--- src/rtl/gpu_sched_pkg.sv ---
// Shared types and helpers for the GPU block scheduler: top/core state enums and
// the ceil-divide used to size a kernel launch into thread blocks.
package gpu_sched_pkg;

  typedef enum logic [1:0] {StIdle, StLaunch, StRun, StFinish} top_state_e;
  typedef enum logic [1:0] {CoreFree, CoreRst, CoreBusy} core_state_e;

  // Result is one bit wider than the thread count so ceil() never overflows.
  function automatic logic [32:0] blocks_for(input logic [31:0] threads,
                                             input int unsigned tpb);
    logic [32:0] q;
    q = {1'b0, threads / tpb};
    if ((threads % tpb) != 0) q = q + 33'd1;
    return q;
  endfunction

endpackage

--- src/rtl/rr_arbiter.sv ---
// Round-robin arbiter: one-hot grant searched from the pointer upward; the pointer
// moves just past the granted requester whenever advance is asserted.
module rr_arbiter #(
  parameter int unsigned N = 2
) (
  input  logic         clk,
  input  logic         reset,
  input  logic [N-1:0] req,
  input  logic         advance,
  output logic [N-1:0] grant
);

  localparam int unsigned PtrW = (N > 1) ? $clog2(N) : 1;

  logic [PtrW-1:0] r_ptr;
  logic [PtrW-1:0] w_next_ptr;
  logic [PtrW-1:0] w_idx;
  logic [PtrW:0]   w_sum;
  logic            w_found;

  always_comb begin
    grant      = '0;
    w_next_ptr = r_ptr;
    w_found    = 1'b0;
    w_sum      = '0;
    w_idx      = '0;
    for (int k = 0; k < N; k++) begin
      w_sum = {1'b0, r_ptr} + (PtrW+1)'(k);
      if (w_sum >= (PtrW+1)'(N)) w_sum = w_sum - (PtrW+1)'(N);
      w_idx = w_sum[PtrW-1:0];
      if (!w_found && req[w_idx]) begin
        w_found      = 1'b1;
        grant[w_idx] = 1'b1;
        if ({1'b0, w_idx} == (PtrW+1)'(N - 1)) w_next_ptr = '0;
        else                                   w_next_ptr = w_idx + 1'b1;
      end
    end
  end

  always_ff @(posedge clk) begin
    if (reset)                   r_ptr <= '0;
    else if (advance && w_found) r_ptr <= w_next_ptr;
  end

endmodule

--- src/rtl/block_scheduler.sv ---
// Kernel block scheduler: splits a launch into thread blocks and dispatches them to
// cores round-robin. BLOCK_SCHEDULER_PERF_EN adds the kernel_cycles RUN-cycle counter.
module block_scheduler
  import gpu_sched_pkg::*;
#(
  parameter int unsigned NUM_CORES         = 2,
  parameter int unsigned THREADS_PER_BLOCK = 4,
  parameter int unsigned TC_W              = 16,
  parameter int unsigned BID_W             = TC_W,
  localparam int unsigned CTW              = $clog2(THREADS_PER_BLOCK) + 1
) (
  input  logic                       clk,
  input  logic                       reset,
  input  logic                       start,
  input  logic [TC_W-1:0]            thread_count,
  input  logic [NUM_CORES-1:0]       core_done,
  output logic [NUM_CORES-1:0]       core_start,
  output logic [NUM_CORES-1:0]       core_reset,
  output logic [NUM_CORES*BID_W-1:0] core_block_id,
  output logic [NUM_CORES*CTW-1:0]   core_thread_count,
  output logic                       busy,
  output logic                       done
`ifdef BLOCK_SCHEDULER_PERF_EN
  ,
  output logic [31:0]                kernel_cycles
`endif
);

  localparam logic [TC_W:0]  TpbW = (TC_W+1)'(THREADS_PER_BLOCK);
  localparam logic [CTW-1:0] TpbC = CTW'(THREADS_PER_BLOCK);

  top_state_e                 r_state;
  core_state_e                r_cst [NUM_CORES];
  logic [TC_W-1:0]            r_tc;
  logic [TC_W:0]              r_total, r_next, r_bdone;
  logic [NUM_CORES-1:0]       r_core_start, r_core_reset;
  logic [NUM_CORES*BID_W-1:0] r_core_bid;
  logic [NUM_CORES*CTW-1:0]   r_core_tc;
  logic                       r_busy, r_done;

  logic                 w_abort, w_to_run, w_adv, w_unused_blocks;
  logic [NUM_CORES-1:0] w_req, w_grant, w_fin;
  logic [TC_W:0]        w_ncomp, w_rem;
  logic [CTW-1:0]       w_blk_tc;
  logic [32:0]          w_blocks;

  assign w_blocks        = blocks_for(32'(thread_count), THREADS_PER_BLOCK);
  assign w_unused_blocks = ^w_blocks;
  assign w_abort         = ((r_state == StLaunch) || (r_state == StRun)) && !start;
  assign w_to_run        = (r_state == StLaunch) && start;
  assign w_adv           = |w_grant;
  // Only the final block can have fewer than a full block of threads left.
  assign w_rem    = {1'b0, r_tc} - r_next * TpbW;
  assign w_blk_tc = (w_rem >= TpbW) ? TpbC : w_rem[CTW-1:0];

  always_comb begin
    w_req   = '0;
    w_fin   = '0;
    w_ncomp = '0;
    for (int i = 0; i < NUM_CORES; i++) begin
      w_req[i] = (r_cst[i] == CoreFree) && (r_state == StRun) && start && (r_next < r_total);
      w_fin[i] = (r_cst[i] == CoreBusy) && core_done[i];
      w_ncomp  = w_ncomp + (TC_W+1)'(w_fin[i]);
    end
  end

  rr_arbiter #(
    .N(NUM_CORES)
  ) u_arb (
    .clk    (clk),
    .reset  (reset),
    .req    (w_req),
    .advance(w_adv),
    .grant  (w_grant)
  );

  always_ff @(posedge clk) begin
    if (reset) begin
      r_state      <= StIdle;
      r_tc         <= '0;
      r_total      <= '0;
      r_next       <= '0;
      r_bdone      <= '0;
      r_busy       <= 1'b0;
      r_done       <= 1'b0;
      r_core_start <= '0;
      r_core_reset <= '0;
      r_core_bid   <= '0;
      r_core_tc    <= {NUM_CORES{TpbC}};
      for (int i = 0; i < NUM_CORES; i++) r_cst[i] <= CoreFree;
    end else begin
      unique case (r_state)
        StIdle: if (start) begin
          r_state <= StLaunch;
          r_busy  <= 1'b1;
        end
        StLaunch: if (start) begin
          r_tc    <= thread_count;
          r_total <= w_blocks[TC_W:0];
          r_next  <= '0;
          r_bdone <= '0;
          r_state <= StRun;
        end
        StRun: if (start) begin
          if (r_bdone == r_total) begin
            r_state <= StFinish;
            r_busy  <= 1'b0;
            r_done  <= 1'b1;
          end
          r_bdone <= r_bdone + w_ncomp;
          if (w_adv) r_next <= r_next + 1'b1;
        end
        StFinish: if (!start) begin
          r_state <= StIdle;
          r_done  <= 1'b0;
        end
        default: r_state <= StIdle;
      endcase
      if (w_abort) begin
        r_state <= StIdle;
        r_busy  <= 1'b0;
        r_total <= '0;
        r_next  <= '0;
        r_bdone <= '0;
      end
      // Abort and run entry both park every core in reset for one cycle.
      for (int i = 0; i < NUM_CORES; i++) begin
        if (w_abort || w_to_run) begin
          r_cst[i]        <= CoreRst;
          r_core_reset[i] <= 1'b1;
          r_core_start[i] <= 1'b0;
        end else begin
          unique case (r_cst[i])
            CoreRst: begin
              r_cst[i]        <= CoreFree;
              r_core_reset[i] <= 1'b0;
            end
            CoreFree: if (w_grant[i]) begin
              r_cst[i]                      <= CoreBusy;
              r_core_start[i]               <= 1'b1;
              r_core_bid[i*BID_W +: BID_W]  <= BID_W'(r_next);
              r_core_tc[i*CTW +: CTW]       <= w_blk_tc;
            end
            CoreBusy: if (core_done[i]) begin
              r_cst[i]        <= CoreRst;
              r_core_start[i] <= 1'b0;
              r_core_reset[i] <= 1'b1;
            end
            default: r_cst[i] <= CoreFree;
          endcase
        end
      end
    end
  end

  assign core_start        = r_core_start;
  assign core_reset        = r_core_reset;
  assign core_block_id     = r_core_bid;
  assign core_thread_count = r_core_tc;
  assign busy              = r_busy;
  assign done              = r_done;

`ifdef BLOCK_SCHEDULER_PERF_EN
  logic [31:0] r_kcyc;

  always_ff @(posedge clk) begin
    if (reset)                                  r_kcyc <= '0;
    else if (r_state == StLaunch)               r_kcyc <= '0;
    else if (r_state == StRun && r_kcyc != '1)  r_kcyc <= r_kcyc + 32'd1;
  end

  assign kernel_cycles = r_kcyc;
`endif

endmodule

--- config.mk ---
export PLATFORM = sky130hd
export DESIGN_NAME = block_scheduler
export DESIGN_NICKNAME = d
export VERILOG_FILES = /design/src/rtl/gpu_sched_pkg.sv /design/src/rtl/rr_arbiter.sv /design/src/rtl/block_scheduler.sv
export SDC_FILE = /design/constraint.sdc
export NUM_CORES = 1
export LEC_CHECK = 0
export CAP_MARGIN = 20
export CELL_PAD_IN_SITES_DETAIL_PLACEMENT = 0
export CELL_PAD_IN_SITES_GLOBAL_PLACEMENT = 1
export CORE_MARGIN = 3
export CORE_UTILIZATION = 41
export DETAILED_ROUTE_END_ITERATION = 16
export GPL_TIMING_DRIVEN = 0
export PLACE_DENSITY_LB_ADDON = 0.1
export SETUP_SLACK_MARGIN = 0.5
export SLEW_MARGIN = 10
export SYNTH_ARGS = -nofsm -noshare
export SYNTH_HDL_FRONTEND = slang
export SYNTH_SLANG_ARGS = --single-unit
--- constraint.sdc ---
create_clock -name clk -period 7.2 [get_ports clk]
set_input_delay 1.44 -clock clk [delete_from_list [all_inputs] [get_ports clk]]
set_output_delay 1.44 -clock clk [all_outputs]
set_load 0.02 [all_outputs]
* Word-level counts from Yosys, hierarchy flattened
Memory sizes are Yosys's and may differ from the RTL's.
Index checks and enable logic that the tools add are counted.
** Word-level totals
- Bits in registers :: 114
- Memory bits (writable) :: 4
- Bits of input ports :: 21
- Output and inout port bits :: 44
- Word-level logic and storage cells :: 218
- Memories kept :: 1
** Memories
- r_cst :: depth 2, width 2, read ports 2, clocked after Yosys merged registers in 0, wr ports 2, line block_scheduler.sv:33 : core_state_e r_cst [NUM_CORES];
** Operators by class
- Add/sub/neg operators :: 10
- Order comparisons :: 8
- Equal/unequal tests :: 20
- Muxes and demuxes :: 103
- Bitwise gates (word level) :: 12
- Reductions and logical operators :: 48
** Operator list (count)
- 1-bit 2-to-1 mux :: 69
- 17-bit 2-to-1 mux :: 4
- 17-bit one-hot mux with 2 select lines :: 2
- 2-bit 2-to-1 mux :: 17
- 32-bit nonzero test :: 1
- 17-bit by 1-bit adder with 17-bit output, second input constant :: 1
- 17-bit by 2-bit adder with 17-bit output :: 1
- 17-bit == test :: 1
- 17-bit by 3-bit greater-or-equal comparator with 1-bit output, second input constant :: 1
- 17-bit < comparator :: 1
- 16-bit by 17-bit subtractor with 17-bit output :: 1
- 14-bit by 1-bit adder with 15-bit output, second input constant :: 1
- 15-bit 2-to-1 mux :: 1
- 3-bit AND reduction :: 5
- 1-bit logical AND :: 14
- 2-bit != test, second input constant :: 6
- 1-bit one-hot mux with 2 select lines :: 6
- 4-bit AND reduction :: 3
- 2-bit nonzero test :: 6
- 1-bit bitwise OR :: 10
- 2-bit == test, second input constant :: 4
- 2-bit by 1-bit != test with 1-bit output, second input constant :: 4
- 2-bit one-hot mux with 4 select lines :: 1
- 2-bit AND reduction :: 4
- other kinds (21) :: 37

* Depth between registers and ports, before layout
An unclocked memory read counts as a cell.
- Word-level depth :: 19
- Depth in mapped cells :: 12
- Gate-level depth less buffers :: 11

* Cells and area by module
Synthesis repeated with hierarchy kept, for this count alone.
** Unflattened totals
- Cells, all modules :: 765
- Area, all modules :: 6267.3 µm²
** By module, submodules not included
- block_scheduler :: instances 1, cells an instance 758, area each 6202.2 µm², sequential area each 2342.2 µm²
- rr_arbiter :: instances 1, cells an instance 7, area each 65.1 µm², sequential area each 20.0 µm²

* Worst setup path before layout
No wires, ideal clock.
- Kind :: input to register
- From :: input start
- To :: memory r_cst[1][0] (netlist bit) (data pin)
- Setup time :: 257 ps
- Arrival time :: 2940 ps
- Data required time :: 6943 ps
- Setup slack :: 4003 ps
- Cell stages on the path :: 9
- Path buffers :: 2
- Cell sequence :: clkbuf_1 nand3b_1 a211oi_1 o211ai_1 a21oi_2 nand4_1 buf_4 nor2b_1 a32o_1
** RTL lines
- start, declared :: line block_scheduler.sv:14 : input logic start,
- end, declared :: line block_scheduler.sv:33

==> summary.md <==
| Metric | Value |
|---|---|
| Final Setup Violations | `0` |
| Largest cells by area after synthesis | `dfxtp_1, ha_1, nor2_1` |
| CTS tree | `yes` |
| Drt initial violations | `277` |
| Final Core Density | `0.5242` |
| Slew headroom | `0.5857` |
| Post-DP HPWL | `13.93 mm` |
| Wire length per cell | `17.55 µm` |
| Post-CTS Setup Bufs | `0` |
| Seq/Total Area, Yosys | `0.3779` |
| Layout area overhead | `23.26%` |
| DR vias | `5495` |
| Final Hold Vio Count | `0` |
| DRC Markers | `0` |
| Reg clk slew, reported paths | `0.06 ns` |
| Post-Syn Instances | `736` |
| Crit path kind | `primary input to flop` |
| Pre-CTS setup slack | `3.055 ns` |
| Die width | `129.5 µm` |
| First-pass GRT wire length | `28.58 mm` |
| H-tree levels | `4` |
| Pin count of the biggest net entering global routing | `17` |
| Count leader, synth | `dfxtp_1` |
| CP cell instances | `clkdlybuf4s50_1, or3b_2, a211oi_1, o2111a_1, o211ai_1, a2111oi_4, nand3b_1, o31ai_1` |
| Comb power frac | `0.318` |
| Global route total overflow | `0` |
| Seq cells post-synth | `116` |
| Number of routed nets with antenna violations | `0` |
| Number of clock sinks | `116` |
| Hold buffers post-CTS | `0` |
| Io pins | `65` |
| Pwr Total | `0.002336 W` |
| Unrepaired setup endpoints after global routing | `false` |
| Ant. Diodes | `0` |
| Worst VDD drop | `0.1555 mV` |
| GP Congestion | `0.8772` |
| Status | `finished, final reports clean` |
| Fin Hold WS | `0.4561 ns` |
| Placeable Area | `14700 µm²` |
| CTS Root Cell | `clkbuf_16` |
| Die Area | `16760 µm²` |
| Worst setup margin | `3.522 ns` |
| Switching Power | `0.0008217 W` |
| Arr. time, crit path | `4.00 ns` |
| Post-cts sizing count | `0` |
| Initial Util | `0.4253` |
| Sequential share of power | `0.324` |
| Total iterations of the first detailed-routing run | `6` |
| Top post-synthesis cells by count | `dfxtp_1, nor2_1, nand2_1` |
| Vias in the first global route | `5593` |
| Synth top area share | `0.3587` |
| Clock network power share | `0.358` |
| IO buf count | `63` |
| Switching Share | `0.3518` |
| Fillers | `1371` |
| EDFF count, synth | `4` |
| Pwr per Cell Area | `303.2 nW/µm²` |
| Syn Nets | `795` |
| Sum Neg Setup Slack | `0 ns` |
| Final Max Slew Viols | `0` |
| Clock skew | `0.01573 ns` |
| Final period util | `0.5108` |
| Syn_area_per_cell | `8.493 µm²` |
| Synth area leader | `dfxtp_1` |
| Worst Tran Pin Value | `0.6199 ns` |
| Distinct cells, synth | `67` |
| Leak | `3.057 nW` |
| Yosys warnings | `0` |
| Final min period | `3.678 ns` |
| Syn Std Cell Area | `6251 µm²` |
| Share of post-route cells with drive strength above 1 | `0.06258` |
| Worst Setup Start Kind | `primary input` |
| Crit-path slowest cell | `clkdlybuf4s50_1` |
| Max Cap Violations | `0` |
| DIE HEIGHT | `129.5 µm` |
| Max incr delay on CP | `0.59 ns` |
| Ys flop type | `dfxtp_1` |
| Cts bufs inserted | `17` |
| Row cnt | `44` |
| CP required | `7.52 ns` |
| Clk_lat worst skew | `0.42 ns` |
| Upper clock frequency limit | `271.9 MHz` |
| Final WL | `17.81 mm` |
| Gr usage total | `0.2185` |
| Hold WC Path Type | `flop to flop` |
| Initial antenna violation count | `0` |
| Ys async rst share | `0` |
| CP endpoint kind | `flop` |
| Post-DR vias/cell | `5.414` |
| Nets | `877` |
| Total internal power | `0.001514 W` |
| Buffer levels on the longest clock path | `2` |
| CP Max Fanout | `5` |
layout make-up:
cell class | instances | area (µm²) | share of cell area
clock inverters | 14 | 153.9 | 0.01997
clock buffers | 18 | 439.2 | 0.05700
plain buffers | 31 | 125.1 | 0.01624
flip-flops and latches | 116 | 2362 | 0.3066
multi-input cells | 540 | 3580 | 0.4646
inverters | 49 | 183.9 | 0.02387
repair buffers | 63 | 630.6 | 0.08184
well taps | 184 | 230.2 | 0.02988
sequential cells by signal, indices dropped and copies added, names as in the netlist, 4 cells and up:
register,flops
r_tc,16
r_total,15
r_next,17
r_bdone,17
core_thread_count,6
core_block_id,32
r_cst,4
path summary, 6_finish.rpt:
check                         endpoint  slack (ns)  cells after the start              start
setup / recovery  core_thread_count[1]        3.52                      8              reset
hold / removal       core_block_id[31]        0.46                      1  core_block_id[31]
setup reg to reg  core_thread_count[1]        3.85                     10          r_next[0]
hold reg to reg      core_block_id[31]        0.46                      1  core_block_id[31]
layout by cell type (no fill, tap or decap), types with 5 or more instances in the layout:
master / n
inv_1: 49
dfxtp_1: 112
o21ai_0: 19
nand3_1: 11
clkbuf_16: 17
ha_1: 36
a21oi_1: 41
or3_1: 11
o211ai_1: 11
a21o_1: 7
nor3_1: 9
clkdlybuf4s50_1: 63
xnor2_1: 26
nor2_1: 102
nand3b_1: 7
a211oi_1: 13
nand2b_1: 8
nand4_1: 17
nand2_1: 77
o31ai_1: 5
mux2i_1: 38
clkbuf_1: 23
xor2_1: 19
and3_1: 13
clkinvlp_4: 6
worst max-delay path: cells and delay by family:
family                 cells  cell delay, ns
and+or+nand+nor            2            0.76
buffers and inverters      1            0.59
AOI/OAI and AO/OA          5            1.20
metrics by stage:
| stage | cell area [µm²] | cells |
|---|---|---|
| 4_1_cts | 7705 | 1015 |
| 2_1_floorplan | 6251 | 736 |
| 3_3_place_gp | 7112 | 983 |
| 3_5_place_dp | 7112 | 983 |
| 6_report | 7705 | 1015 |
| 5_1_grt | 7705 | 1015 |
per-layer routing:
layer  routed length, µm  GRT usage  share of wire
met1                8350     0.2798           0.47
met2                8310     0.3637           0.47
met3                 845    0.04328          0.047
met4                 306    0.08496          0.017
met5                   0          0              0
kinds of logic (layout without fill, tap and decap cells):
group                      count (synthesis)  after routing  synth area share
xor gates and xnor gates                  45             45           0.06305
and+or+nand+nor                          277            277            0.2080
AOI/OAI and AO/OA                        140            140            0.1587
DFF                                      116            116            0.3779
buffers and inverters                     80            175           0.04944
adders and majority gates                 38             38           0.07846
muxes                                     40             40           0.06445
power by group through the flow:
stage          clock (W)  sequential [W]  combinational [W]
2_1_floorplan          0        0.000763           0.000528
3_3_place_gp           0        0.000769           0.000718
3_5_place_dp           0        0.000771           0.000738
4_1_cts         0.000850        0.000757           0.000743
5_1_grt         0.000878        0.000764           0.000819
6_report        0.000836        0.000756           0.000743
Power figures use the tool's default switching activity.
